[src/rtl/hit_window_scorer_if.sv]
// Sensor, control and score-display bundle for the windowed hit scorer.
// The master side drives arming, clear and sensor levels. The slave side drives the score outputs.
interface hit_window_scorer_if #(
    parameter int NUM_CH = 3,
    parameter int CNT_W  = 8
);
    logic              enA;
    logic              clear;
    logic [NUM_CH-1:0] hit_in;
    logic [CNT_W-1:0]  score;
    logic [3:0]        score_ones;
    logic [3:0]        score_tens;
    logic              window_pulse;
    logic              score_pulse;
    logic              saturated;

    modport master (
        output enA, clear, hit_in,
        input  score, score_ones, score_tens, window_pulse, score_pulse, saturated
    );

    modport slave (
        input  enA, clear, hit_in,
        output score, score_ones, score_tens, window_pulse, score_pulse, saturated
    );
endinterface

[src/rtl/hit_window_scorer.sv]
// Groups synchronised sensor rising edges into fixed-length windows.
// Each closed window adds to a saturating score that is shown in binary and as BCD digits.
module hit_window_scorer #(
    parameter int NUM_CH        = 3,
    parameter int WINDOW_CYCLES = 100000000,
    parameter int CNT_W         = 8,
    parameter int MAX_SCORE     = 99,
    parameter int MODE          = 0
) (
    input  logic             clock,
    input  logic             reset,
    hit_window_scorer_if.slave bus
);
    localparam int WIN_W = $clog2(WINDOW_CYCLES);
    localparam int SUM_W = CNT_W + 4;
    localparam logic [WIN_W-1:0] WIN_LAST = WIN_W'(WINDOW_CYCLES - 1);
    localparam logic [SUM_W-1:0] MAX_EXT  = SUM_W'(MAX_SCORE);

    localparam logic [1:0] ST_IDLE   = 2'd0;
    localparam logic [1:0] ST_ARMED  = 2'd1;
    localparam logic [1:0] ST_COMMIT = 2'd2;

    function automatic logic [3:0] popcount(input logic [NUM_CH-1:0] v);
        logic [3:0] c;
        c = 4'd0;
        for (int i = 0; i < NUM_CH; i++) begin
            c = c + {3'd0, v[i]};
        end
        return c;
    endfunction

    function automatic logic [7:0] to_bcd(input logic [CNT_W-1:0] v);
        logic [CNT_W-1:0] t;
        logic [CNT_W-1:0] o;
        t = v / CNT_W'(10);
        o = v - t * CNT_W'(10);
        return {t[3:0], o[3:0]};
    endfunction

    logic [NUM_CH-1:0] sync1_r, sync2_r, sync3_r;
    logic [1:0]        state_r;
    logic [WIN_W-1:0]  win_cnt_r;
    logic [NUM_CH-1:0] flags_r;
    logic [CNT_W-1:0]  score_r;
    logic [3:0]        ones_r, tens_r;
    logic              window_pulse_r, score_pulse_r, saturated_r;

    logic [NUM_CH-1:0] edge_s;
    logic [3:0]        inc_s;
    logic [SUM_W-1:0]  sum_s;
    logic [CNT_W-1:0]  next_score_s;
    logic              raised_s;
    logic [7:0]        bcd_s;

    // Edge detection and the saturating increment for the closing window.
    always_comb begin
        edge_s = sync2_r & ~sync3_r;
        if (MODE == 0) begin
            inc_s = {3'd0, |flags_r};
        end else begin
            inc_s = popcount(flags_r);
        end
        // The wide sum cannot wrap, so the clamp sees the true total.
        sum_s = {4'd0, score_r} + {{CNT_W{1'b0}}, inc_s};
        if (sum_s > MAX_EXT) begin
            next_score_s = CNT_W'(MAX_SCORE);
        end else begin
            next_score_s = sum_s[CNT_W-1:0];
        end
        raised_s = (next_score_s > score_r);
        bcd_s    = to_bcd(score_r);
    end

    // Two-flop synchroniser plus a third stage for rising-edge detection.
    always_ff @(posedge clock) begin
        if (reset) begin
            sync1_r <= '0;
            sync2_r <= '0;
            sync3_r <= '0;
        end else begin
            sync1_r <= bus.hit_in;
            sync2_r <= sync1_r;
            sync3_r <= sync2_r;
        end
    end

    // Window sequencer: collects sticky flags while armed and closes the window in COMMIT.
    always_ff @(posedge clock) begin
        if (reset) begin
            state_r        <= ST_IDLE;
            win_cnt_r      <= '0;
            flags_r        <= '0;
            window_pulse_r <= 1'b0;
        end else begin
            case (state_r)
                ST_IDLE: begin
                    win_cnt_r      <= '0;
                    flags_r        <= '0;
                    window_pulse_r <= 1'b0;
                    state_r        <= bus.enA ? ST_ARMED : ST_IDLE;
                end
                ST_ARMED: begin
                    if (!bus.enA) begin
                        state_r        <= ST_IDLE;
                        win_cnt_r      <= '0;
                        flags_r        <= '0;
                        window_pulse_r <= 1'b0;
                    end else if (win_cnt_r == WIN_LAST) begin
                        state_r        <= ST_COMMIT;
                        win_cnt_r      <= '0;
                        flags_r        <= flags_r | edge_s;
                        window_pulse_r <= 1'b1;
                    end else begin
                        state_r        <= ST_ARMED;
                        win_cnt_r      <= win_cnt_r + WIN_W'(1);
                        flags_r        <= flags_r | edge_s;
                        window_pulse_r <= 1'b0;
                    end
                end
                ST_COMMIT: begin
                    // Edges seen during COMMIT seed the next window.
                    flags_r        <= edge_s;
                    win_cnt_r      <= '0;
                    window_pulse_r <= 1'b0;
                    state_r        <= bus.enA ? ST_ARMED : ST_IDLE;
                end
                default: begin
                    state_r        <= ST_IDLE;
                    win_cnt_r      <= '0;
                    flags_r        <= '0;
                    window_pulse_r <= 1'b0;
                end
            endcase
        end
    end

    // Score register: clear takes priority over a simultaneous commit.
    always_ff @(posedge clock) begin
        if (reset) begin
            score_r       <= '0;
            score_pulse_r <= 1'b0;
        end else if (bus.clear) begin
            score_r       <= '0;
            score_pulse_r <= 1'b0;
        end else if (state_r == ST_COMMIT) begin
            score_r       <= next_score_s;
            score_pulse_r <= raised_s;
        end else begin
            score_pulse_r <= 1'b0;
        end
    end

    // Display digits and the saturation flag trail the score by one cycle.
    always_ff @(posedge clock) begin
        if (reset) begin
            ones_r      <= 4'd0;
            tens_r      <= 4'd0;
            saturated_r <= 1'b0;
        end else begin
            ones_r      <= bcd_s[3:0];
            tens_r      <= bcd_s[7:4];
            saturated_r <= (score_r == CNT_W'(MAX_SCORE));
        end
    end

    assign bus.score        = score_r;
    assign bus.score_ones   = ones_r;
    assign bus.score_tens   = tens_r;
    assign bus.window_pulse = window_pulse_r;
    assign bus.score_pulse  = score_pulse_r;
    assign bus.saturated    = saturated_r;
endmodule
[src/flat_wrapper.sv]
// flat-port wrapper written by rule: the top's interface ports become plain ports
module hit_window_scorer_flat 
#(
    parameter int NUM_CH        = 3,
    parameter int WINDOW_CYCLES = 100000000,
    parameter int CNT_W         = 8,
    parameter int MAX_SCORE     = 99,
    parameter int MODE          = 0
)
  (clock, reset, bus_enA, bus_clear, bus_hit_in, bus_score, bus_score_ones, bus_score_tens, bus_window_pulse, bus_score_pulse, bus_saturated);
  hit_window_scorer_if #(.NUM_CH(NUM_CH), .CNT_W(CNT_W)) bus_i ();
  input  logic clock;
  input  logic reset;
  input wire logic [$bits(bus_i.enA)-1:0] bus_enA;
  input wire logic [$bits(bus_i.clear)-1:0] bus_clear;
  input wire logic [$bits(bus_i.hit_in)-1:0] bus_hit_in;
  output wire logic [$bits(bus_i.score)-1:0] bus_score;
  output wire logic [$bits(bus_i.score_ones)-1:0] bus_score_ones;
  output wire logic [$bits(bus_i.score_tens)-1:0] bus_score_tens;
  output wire logic [$bits(bus_i.window_pulse)-1:0] bus_window_pulse;
  output wire logic [$bits(bus_i.score_pulse)-1:0] bus_score_pulse;
  output wire logic [$bits(bus_i.saturated)-1:0] bus_saturated;
  assign bus_i.enA = bus_enA;
  assign bus_i.clear = bus_clear;
  assign bus_i.hit_in = bus_hit_in;
  assign bus_score = bus_i.score;
  assign bus_score_ones = bus_i.score_ones;
  assign bus_score_tens = bus_i.score_tens;
  assign bus_window_pulse = bus_i.window_pulse;
  assign bus_score_pulse = bus_i.score_pulse;
  assign bus_saturated = bus_i.saturated;
  hit_window_scorer #(.NUM_CH(NUM_CH), .WINDOW_CYCLES(WINDOW_CYCLES), .CNT_W(CNT_W), .MAX_SCORE(MAX_SCORE), .MODE(MODE)) u_core (.clock(clock), .reset(reset), .bus(bus_i));
endmodule
[config.mk]
export PLATFORM = sky130hd
export DESIGN_NAME = hit_window_scorer_flat
export DESIGN_NICKNAME = d
export VERILOG_FILES = /design/src/rtl/hit_window_scorer_if.sv /design/src/rtl/hit_window_scorer.sv /design/src/flat_wrapper.sv
export SDC_FILE = /design/constraint.sdc
export NUM_CORES = 1
export LEC_CHECK = 0
export BUFFER_PORTS_ARGS = -buffer_cell sky130_fd_sc_hd__buf_2
export CORE_MARGIN = 1.5
export CORE_UTILIZATION = 34
export CTS_CLUSTER_SIZE = 40
export DETAILED_ROUTE_END_ITERATION = 6
export GPL_TIMING_DRIVEN = 1
export SKIP_CTS_REPAIR_TIMING = 1
export SYNTH_ARGS = -nofsm -noshare
export SYNTH_HDL_FRONTEND = slang
export SYNTH_SLANG_ARGS = --single-unit
[constraint.sdc]
create_clock -name clock -period 5.2 [get_ports clock]
set_input_delay 1.04 -clock clock [delete_from_list [all_inputs] [get_ports clock]]
set_output_delay 1.04 -clock clock [all_outputs]
set_load 0.005 [all_outputs]
==> results of run 1 <==
-- per-layer routing --
layer | global-route usage, % | vias up
met1 | 22.4 | 1296
li1 | - | 1378
met2 | 22.5 | 101
met5 | 0 | -
met4 | 6.28 | 0
met3 | 3.19 | 12
-- cell families after synthesis --
family / count (synthesis) / share of synthesized area [%]
xor+xnor: 31 / 8.35
mux: 3 / 0.923
compound gates: 71 / 15.7
buf+inv: 43 / 8.04
other cells: 1 / 0.115
fa+ha+maj: 12 / 4.77
flops: 60 / 36.9
simple gates: 162 / 25.2
-- final timing paths --
path	cells past startpoint	endpoint	startpoint
worst max-delay path	17	u_core.bus.score_ones[3]$_SDFF_PP0_	u_core.bus.score[5]$_SDFFE_PP0P_
worst min-delay path	1	u_core.sync2_r[0]$_SDFF_PP0_	u_core.sync1_r[0]$_SDFF_PP0_
worst max register to register	17	u_core.bus.score_ones[3]$_SDFF_PP0_	u_core.bus.score[5]$_SDFFE_PP0P_
worst min register to register	1	u_core.sync2_r[0]$_SDFF_PP0_	u_core.sync1_r[0]$_SDFF_PP0_
-- where the power goes --
group          internal (mW)  switching, mW  total (mW)
logic                0.00644         0.0109      0.0173
registers              0.463        0.00149       0.464
clock network          0.265          0.178       0.444
-- flip-flops by register name (all words and copies together) (netlist names) --
register / flops
u_core.sync1_r: 3
u_core.sync2_r: 3
u_core.bus.score_ones: 4
u_core.flags_r: 3
u_core.bus.score: 8
u_core.state_r: 2
u_core.bus.score_pulse: 1
u_core.bus.window_pulse: 1
u_core.sync3_r: 3
u_core.bus.saturated: 1
u_core.win_cnt_r: 27
u_core.bus.score_tens: 4
-- area by class of cell --
class / count / area (um^2) / area share (%)
Clock buffer: 10 / 128 / 3.55
Clock inverter: 5 / 77.6 / 2.16
Inverter: 19 / 71.3 / 1.99
Timing Repair Buffer: 30 / 163 / 4.53
Sequential cell: 60 / 1200 / 33.4
Multi-Input combinational cell: 280 / 1790 / 49.8
Tap cell: 129 / 161 / 4.49
-- cell usage in the layout, fill, tap and decap left out, drive strengths merged, types with 6 or more instances in the layout --
| cell | netlist | layout |
|---|---|---|
| o21ai | 11 | 11 |
| ha | 10 | 10 |
| nor2b | 16 | 16 |
| nand2 | 26 | 26 |
| a21oi | 15 | 15 |
| nand4 | 7 | 7 |
| clkbuf | 11 | 10 |
| xnor2 | 15 | 15 |
| nor3 | 16 | 16 |
| or3 | 6 | 6 |
| inv | 18 | 18 |
| xor2 | 16 | 16 |
| nand3 | 11 | 11 |
| nor2 | 54 | 54 |
| dfxtp | 60 | 60 |
| buf | 13 | 30 |
-- through the flow --
stage | hold slack [ns] | instances
4_1_cts | 0.443 | 533
5_1_grt | 0.457 | 533
2_1_floorplan | 0.414 | 383
3_5_place_dp | 0.428 | 518
6_report | 0.440 | 533
3_3_place_gp | 0.426 | 518
==> key figures, run 1 <==
Yosys
  – Synthesized netlist net count: ~400
  – Sequential-to-total area share from yosys stat: ~37%
  – Synth top area share: between 30% and 40%
  – Top-count cell post-synth: dfxtp_1
  – Post-Syn Area per Cell: ~8.5 um^2
  – Post-synth top cells: dfxtp_1 (60), nor2_1 (53), nand2_1 (25), inv_1 (17)
  – Synth Instances: roughly 380
  – Synth warnings: 0
  – Top post-synthesis cells by area: dfxtp_1 (37%), nor2_1 (6.1%), xor2_1 (4.3%), xnor2_1 (4.0%), ha_1 (3.8%)
  – Ys async rst share: 0%
  – Count of cell types in the netlist: 65
  – Post-synth EDFFs: 0
  – Area leader, netlist: dfxtp_1
  – Mapped Area: ~3300 um^2
  – Synth Register Bits: 60
  – Main synth FF type: dfxtp_1

Global routing
  – Pin count of the biggest net entering global routing: 27
  – GRT Total Usage: ~16%
  – Number of global-route vias before repair: about 2500
  – Grt total ovfl: 0
  – Initial antenna violation count: 0
  – First-pass GRT wire length: about 12 mm

Worst setup path
  – Crit path buffers/inverters: 1
  – Setup CP Type: reg2reg
  – Cell Chain, Critical Path: nor2b_1, a21oi_1, o21ai_0, a221oi_1, o21a_1, ha_1, nor2b_1, a2111oi_0, a2111oi_0, o211a_1, o22ai_1, ha_1, inv_1, fa_1, xnor2_1, xnor2_1, nor2_1
  – Critical Path Sink Type: flop
  – Max Fanout on Critical Path: 21
  – CP required: approximately 5.4 ns
  – Worst R2R Setup Slack: between 0.6 and 0.7 ns
  – Worst path slowest cell: dfxtp_1
  – WP data arrival: 4.76 ns
  – Slowest stage delay, CP: 0.80 ns
  – CP top delay family: compound AO/OA/AOI/OAI gates
  – Worst setup SP type: flop

Die
  – Die extent in y: 101 um
  – Rows: 35
  – Starting Density: between 30% and 40%
  – Core area: 9240 um^2
  – Num ports: 26
  – Die area: between 10000 and 15000 um^2
  – Die X: 101 um

Status
  – Status: complete, no violations

Routing
  – Routed vias: between 2000 and 3000
  – Final antenna-violating net count: 0
  – Vias per inst: approximately 5.2
  – 1st-pass router iterations: 5
  – Drt drc: 0
  – Top Metal Used: met4
  – Wire length on met2: approximately 3.1 mm
  – Met1 wire length: around 3.7 mm
  – Detailed Route Iter0 Violations: roughly 280
  – DRT Wirelength: 7.36 mm
  – Metal3 WL: 409 um
  – Routed len/inst: 13.8 um

Clocking
  – CTS clk-pin slew, worst paths: 0.06 ns
  – Total CTS buffers: 9
  – H-tree Lvls: 3
  – Worst-skew pair later-pin latency: around 0.33 ns
  – CTS tree: done
  – CTS Buffer Depth: 2
  – CTS sink cnt: 60
  – Root buffer cell: clkbuf_8

Timing
  – RSZ-0062 raised after global routing: false
  – Fin crit period: roughly 4.6 ns
  – Fin Clk Skew: between 0.004 and 0.005 ns
  – Setup TNS: 0 ns
  – Worst-margin pin slew: ~0.77 ns
  – Rel. slew slack: between 40% and 50%
  – Fmax: 220 MHz
  – Final setup viols: 0
  – Fin. Hold Viols: 0
  – Worst setup margin: roughly 0.65 ns
  – Period Utilization, post-route: between 80% and 90%
  – Max-slew violations: 0

Placed design
  – Dpl cell area: around 3400 um^2
  – Dpl ws: around 0.66 ns
  – Routability cong.: ~0.84
  – HPWL Detailed: 5.10 mm
  – Port Buffers: 25

Pwr
  – Pwr per Cell Area: approximately 260 nW/um^2
  – Total Power: between 0.9 and 1 mW
  – Leak Pwr: 1.25 nW
  – Max VDD drop: between 150 and 200 uV

Layout
  – Share of layout cells above drive strength 1: ~14%
  – Ant diodes: 0
  – Fin nets: around 420
  – Fin util: between 30% and 40%
  – Fin area: between 3000 and 4000 um^2
  – Fill cell count: 956
  – Layout area overhead: 10.4%

Job
  – Max Cap Viol: 0

Min path
  – Hold WC Path Type: reg2reg
No activity file was read; power rests on OpenSTA's default activity.
==> inputs of run 2 (changes only) <==
ABC_AREA = 1   (was default)
BUFFER_PORTS_ARGS = default   (was -buffer_cell sky130_fd_sc_hd__buf_2)
CAP_MARGIN = 10   (was default)
DONT_BUFFER_PORTS = 1   (was default)
==> run 2 against run 1 <==
  * Critical path depth rose by 8
  * Sequential power barely moved
  * Synthesized cell count rose by 17%
  * Via count fell by 1.0%
  * Non-clock buffer count fell by 30
  * Final area fell by 0.24%
  * Largest cell class unchanged
==> key figures, run 2 <==
Status
  – Status: complete, no violations

Die
  – Die area: between 10000 and 15000 um^2
  – Num ports: 26
  – Rows: 35
  – Die extent in y: between 100 and 150 um
  – Core area: a little over 9000 um^2
  – Die X: just over 100 um
  – Starting Density: a little over a third

Layout
  – Fin nets: 469
  – Ant diodes: 0
  – Number of flip-flops in the largest register: 27
  – Commonest non-fill, non-tap cell in the layout: nand2_1
  – Largest Register: u_core.win_cnt_r
  – Commonest non-fill, non-tap cells in the layout: nand2_1 (75), inv_1 (68), dfxtp_1 (60)
  – Share of layout cells above drive strength 1: between 10% and 20%
  – Fill cell count: about 960
  – Post-route insts no fill: between 500 and 600
  – Layout area overhead: 10.1%

Pwr
  – Max VDD drop: approximately 190 uV
  – Leak Pwr: roughly 1.4 nW
  – Pwr per Cell Area: between 200 and 300 nW/um^2

Yosys
  – Synth top area share: a little under two fifths
  – Top post-synthesis cells by area: dfxtp_1 (37%), nand2_1 (8.7%), inv_1 (7.8%), nor2_1 (6.5%), nand3_1 (4.3%)
  – Ys async rst share: 0%
  – Area leader, netlist: dfxtp_1
  – Top-count cell post-synth: nand2_1
  – Synth warnings: 0
  – Synthesized netlist net count: ~470
  – Synth Register Bits: 60
  – Main synth FF type: dfxtp_1
  – Post-synth EDFFs: 0
  – Sequential-to-total area share from yosys stat: 36.9%
  – Post-synth top cells: nand2_1 (75), inv_1 (68), dfxtp_1 (60), nor2_1 (56), nand3_1 (28)
  – Synth Instances: 449
  – Post-Syn Area per Cell: between 7 and 8 um^2
  – Mapped Area: ~3300 um^2
  – Count of cell types in the netlist: 47

Timing
  – Rel. slew slack: a little over 50%
  – Setup TNS: 0 ns
  – Fmax: ~300 MHz
  – Fin. Hold Viols: 0
  – RSZ-0062 raised after global routing: false
  – Period Utilization, post-route: approximately 65%
  – Max-slew violations: 0
  – Worst-margin pin slew: 0.743 ns
  – Fin crit period: between 3 and 4 ns
  – Fin Clk Skew: a little over 0.008 ns
  – Final setup viols: 0

Clocking
  – Worst-skew pair later-pin latency: 0.33 ns
  – CTS clk-pin slew, worst paths: about 0.070 ns
  – CTS sink cnt: 60
  – CTS tree: done
  – CTS Buffer Depth: 2
  – Total CTS buffers: 9
  – H-tree Lvls: 3
  – Root buffer cell: clkbuf_8

Placed design
  – Port Buffers: 0
  – Placed cells: 569
  – HPWL Detailed: approximately 5 mm
  – Routability cong.: a little over 0.9

Worst setup path
  – Worst path slowest cell: dfxtp_1
  – Worst R2R Setup Slack: 1.82 ns
  – R2R Path Start: u_core.bus.score[6]$_SDFFE_PP0P_
  – WP data arrival: approximately 3.6 ns
  – Max Fanout on Critical Path: 10
  – CP required: roughly 5.4 ns
  – Worst R2R End: u_core.bus.score_ones[3]$_SDFF_PP0_
  – Critical Path Sink Type: flop
  – Worst setup SP type: flop
  – Setup CP Type: reg2reg
  – CP dominant cell by count: nand2_1
  – Slowest stage delay, CP: 0.61 ns
  – Reg2Reg Depth: 25

Routing
  – Routed vias: 2759
  – Routed len/inst: 11.6 um
  – Drt drc: 0
  – DRT Wirelength: slightly below 7 mm
  – Detailed Route Iter0 Violations: 136
  – Vias per inst: around 4.7
  – Final antenna-violating net count: 0
  – 1st-pass router iterations: 4

Min path
  – Hold Path Depth: 2
  – Hold WC Path Type: reg2reg
  – Hold Path End: u_core.sync2_r[1]$_SDFF_PP0_
  – HP Start: u_core.sync1_r[1]$_SDFF_PP0_

Global routing
  – GRT Total Usage: between 10% and 20%
  – First-pass GRT wire length: roughly 12 mm
  – Number of global-route vias before repair: around 2700
  – Pin count of the biggest net entering global routing: 24
  – Grt total ovfl: 0
  – Initial antenna violation count: 0

Job
  – Max Cap Viol: 0
==> run 2: cell count changes in the layout (fill, tap and decap cells not counted), moves of 12 or more <==
cell	delta
buf_2	-25
inv_1	+51
inv_2	+12
nand2_1	+50
nand3_1	+17
nor2b_1	-16
xnor2_1	-12
==> run 2: worst max path at each step <==
stage,depth (start not counted),from,endpoint
2_1_floorplan,25,u_core.bus.score[6]$_SDFFE_PP0P_,u_core.bus.score_ones[3]$_SDFF_PP0_
3_3_place_gp,24,u_core.bus.score[6]$_SDFFE_PP0P_,u_core.bus.score_ones[3]$_SDFF_PP0_
3_5_place_dp,25,u_core.bus.score[6]$_SDFFE_PP0P_,u_core.bus.score_ones[3]$_SDFF_PP0_
4_1_cts,25,u_core.bus.score[6]$_SDFFE_PP0P_,u_core.bus.score_ones[3]$_SDFF_PP0_
5_1_grt,25,u_core.bus.score[5]$_SDFFE_PP0P_,u_core.bus.score_ones[3]$_SDFF_PP0_
6_report,25,u_core.bus.score[6]$_SDFFE_PP0P_,u_core.bus.score_ones[3]$_SDFF_PP0_
==> run 2: routing by layer <==
metal | share of wire (%) | GRT usage [%] | vias up
met5 | 0 | 0 | -
met4 | 0.95 | 4.23 | 0
met3 | 4.2 | 4.16 | 7
met2 | 46 | 24.3 | 44
met1 | 49 | 18.7 | 1272
li1 | - | - | 1436
==> run 2: critical path: cells and delay by family, from the launching register on <==
family                     cells  cell delay (ns)
buffers and inverters          4             0.34
xor gates and xnor gates       1             0.20
and+or+nand+nor               16             1.17
adders and majority gates      3             0.77
DFF                            1             0.61
AOI/OAI and AO/OA              1             0.18
==> run 2: area by class of cell <==
cell class / count / area [um^2] / area share [%]
inverter: 84 / 318 / 8.87
tap: 129 / 161 / 4.51
clock buffer: 11 / 151 / 4.23
multi-input combinational: 296 / 1680 / 46.8
clock inverter: 4 / 72.6 / 2.03
sequential: 60 / 1200 / 33.5
==> run 2: where the power goes <==
group / internal (mW) / switching [mW]
Sequential: 0.463 / 0.00136
Combinational: 0.00532 / 0.0102
Clock: 0.293 / 0.185
==> run 2: cells by family after synthesis <==
logic type                 after synthesis  synth area share [%]
AOI/OAI and AO/OA                       51                  9.92
xor gates and xnor gates                13                  3.73
adders and majority gates               11                  4.46
buffers and inverters                   93                  11.5
DFF                                     60                  36.9
other                                    1                 0.115
and+or+nand+nor                        220                  33.3
==> run 2: through the flow <==
stage	hold WS, ns	worst slack [ns]	total power [mW]	area (um^2)	util, %
final	0.401	1.82	0.957	3580	38.8
after global routing	0.417	1.43	0.994	3580	38.8
after CTS	0.402	1.81	0.973	3580	38.8
after detailed placement	0.395	1.82	0.490	3360	36.3
after global placement	0.394	2.00	0.490	3360	36.3
after floorplan	0.388	2.21	0.489	3250	-
==> inputs of run 3 (changes only) <==
clock period = 2.75 ns   (was 5.2 ns; I/O delays follow)
==> run 3 against run 2 <==
  * The flow now finishes with violations (setup timing)
  * Maximum frequency is 20% higher
  * Largest power group is now registers
  * Via count grew 1.0%
  * Power up 73%
  * Highest routed layer unchanged
  * Combinational power is 95% higher
  * Clock-buffer cell count stayed put
  * Critical endpoint unchanged
  * Cell count increased by 5.0%
  * Wire length increased by 5.1%
  * Sequential power increased by 89%
  * Core utilization up 3.7 points
  * Largest cell class unchanged
  * Register-to-register slack lost 1.9 ns
  * Die area unchanged
  * Worst hold slack worse by 0.12 ns
==> key figures, run 3 (synthesis gave the netlist of run 2 again) <==
Routing
  – Detailed Route Iter0 Violations: 128
  – Drt drc: 0
  – Vias per inst: roughly 4.5
  – Final antenna-violating net count: 0
  – Routed len/inst: approximately 12 um
  – Routed vias: 2787
  – DRT Wirelength: about 7.1 mm
  – 1st-pass router iterations: 4

Worst setup path
  – Crit path buffers/inverters: 4
  – CP required: around 3.0 ns
  – Worst setup SP type: flop
  – Slowest stage delay, CP: between 0.4 and 0.5 ns
  – WP data arrival: slightly above 3 ns
  – Cell Chain, Critical Path: inv_6, a21oi_4, nand2_4, nand2_2, nand2_1, nand2_1, inv_2, nand2_4, nand2_4, a21oi_4, nand2_2, nand2_2, inv_2, ha_4, nand2_2, nand3_2, nand2_2, ha_4, inv_2, fa_2, xor2_2, nand2_1, nand2_1, nor2_2
  – Worst path slowest cell: dfxtp_4
  – Setup CP Type: reg2reg
  – CP dominant cell by count: nand2_2
  – CP top delay family: simple AND/OR/NAND/NOR gates
  – Critical Path Sink Type: flop
  – Max Fanout on Critical Path: 4

Global routing
  – Grt total ovfl: 0
  – First-pass GRT wire length: approximately 12 mm
  – Pin count of the biggest net entering global routing: 24
  – Number of global-route vias before repair: between 2000 and 3000
  – Initial antenna violation count: 0
  – GRT Total Usage: between 10% and 20%

Layout
  – Largest Register: u_core.win_cnt_r
  – Layout area overhead: 20.5%
  – Commonest non-fill, non-tap cell in the layout: nand2_1
  – Share of layout cells above drive strength 1: roughly a quarter
  – Fin nets: approximately 500
  – Fill cell count: ~940
  – Commonest non-fill, non-tap cells in the layout: nand2_1 (68), inv_1 (65), nor2_1 (56), dfxtp_1 (56), buf_4 (28)
  – Number of flip-flops in the largest register: 27
  – Fin area: slightly below 4000 um^2
  – Ant diodes: 0

Placed design
  – Dpl cell area: approximately 3600 um^2
  – HPWL Detailed: approximately 5.2 mm
  – Port Buffers: 0
  – Routability cong.: between 0.8 and 0.9

Timing
  – Fin. Hold Viols: 0
  – Fmax: 353 MHz
  – Fin Clk Skew: 0.0120 ns
  – RSZ-0062 raised after global routing: true
  – Hold_ws: approximately 0.28 ns
  – Max-slew violations: 0
  – Fin crit period: roughly 2.8 ns
  – Period Utilization, post-route: 103%
  – Final setup viols: 1
  – Worst setup margin: -0.0815 ns

Clocking
  – Total CTS buffers: 9
  – CTS sink cnt: 60
  – CTS Buffer Depth: 2
  – H-tree Lvls: 3
  – Worst-skew pair later-pin latency: 0.34 ns
  – Root buffer cell: clkbuf_8
  – CTS tree: done
  – CTS clk-pin slew, worst paths: approximately 0.080 ns

Status
  – Status: finished with violations
  – Failing checks: setup timing

Die
  – Rows: 35
  – Die extent in y: about 100 um
  – Num ports: 26
  – Die X: 101 um
  – Core area: a little over 9000 um^2
  – Starting Density: approximately a third
  – Die area: slightly above 10000 um^2

Job
  – Max Cap Viol: 0

Pwr
  – Max VDD drop: between 150 and 200 uV
  – Leak Pwr: 1.53 nW
  – Pwr per Cell Area: ~420 nW/um^2

Min path
  – Hold WC Path Type: in2reg
==> run 3: cell count changes in the layout (fill, tap and decap cells not counted), sizes merged <==
cell | previous run | this run
bufinv | 2 | 0
buf | 0 | 28
clkinvlp | 1 | 3
clkinv | 3 | 4
==> run 3: final timing paths <==
check	start	to	slack, ns	depth (start not counted)
max	u_core.bus.score[5]$_SDFFE_PP0P_	u_core.bus.score_ones[3]$_SDFF_PP0_	-0.08	24
min	reset	u_core.bus.score_tens[2]$_SDFF_PP0_	0.28	1
max reg2reg	u_core.bus.score[5]$_SDFFE_PP0P_	u_core.bus.score_ones[3]$_SDFF_PP0_	-0.08	24
min reg2reg	u_core.sync1_r[1]$_SDFF_PP0_	u_core.sync2_r[1]$_SDFF_PP0_	0.41	2
==> run 3: final cells by class <==
cell class                      instances  area (um^2)  share of cell area, %
Sequential cell                        60         1210                   31.0
Timing Repair Buffer                   28          210                   5.36
Clock buffer                           11          151                   3.86
Multi-Input combinational cell        296         1820                   46.4
Clock inverter                          5         36.3                  0.926
Inverter                               84          328                   8.36
Tap cell                              129          161                   4.12
==> run 3: metal layers <==
layer	track usage (%)	wire (um)	vias up
met1	19.6	3530	1254
li1	-	-	1491
met3	5.55	398	6
met5	0	0	-
met4	5.74	97	0
met2	22.5	3080	36
==> run 3: stage by stage <==
stage	util, %	std cells	total power, mW	setup TNS, ns	setup slack, ns
finish	42.4	613	1.65	-0.0815	-0.0815
CTS	40.8	607	1.68	-0.290	-0.165
detailed placement	38.8	591	0.927	-0.212	-0.143
global placement	38.8	591	0.927	-0.0958	-0.0654
global route	42.4	613	1.72	-0.547	-0.283
floorplan	-	449	0.923	-0.0655	-0.0655
==> run 3: worst reg2reg max path: stages, from the launching register on <==
cell,delay [ns]
dfxtp_4,0.41
inv_6,0.05
a21oi_4,0.17
nand2_4,0.09
nand2_2,0.07
nand2_1,0.04
nand2_1,0.08
inv_2,0.05
nand2_4,0.08
nand2_4,0.08
a21oi_4,0.15
nand2_2,0.08
nand2_2,0.08
inv_2,0.05
ha_4,0.20
nand2_2,0.05
nand3_2,0.07
nand2_2,0.09
ha_4,0.13
inv_2,0.03
fa_2,0.34
xor2_2,0.15
nand2_1,0.07
nand2_1,0.07
nor2_2,0.03
==> run 3: power by group <==
part           switching [mW]  total, mW  internal, mW
clock network           0.373      0.749         0.376
registers             0.00288      0.875         0.872
logic                  0.0192     0.0303        0.0110
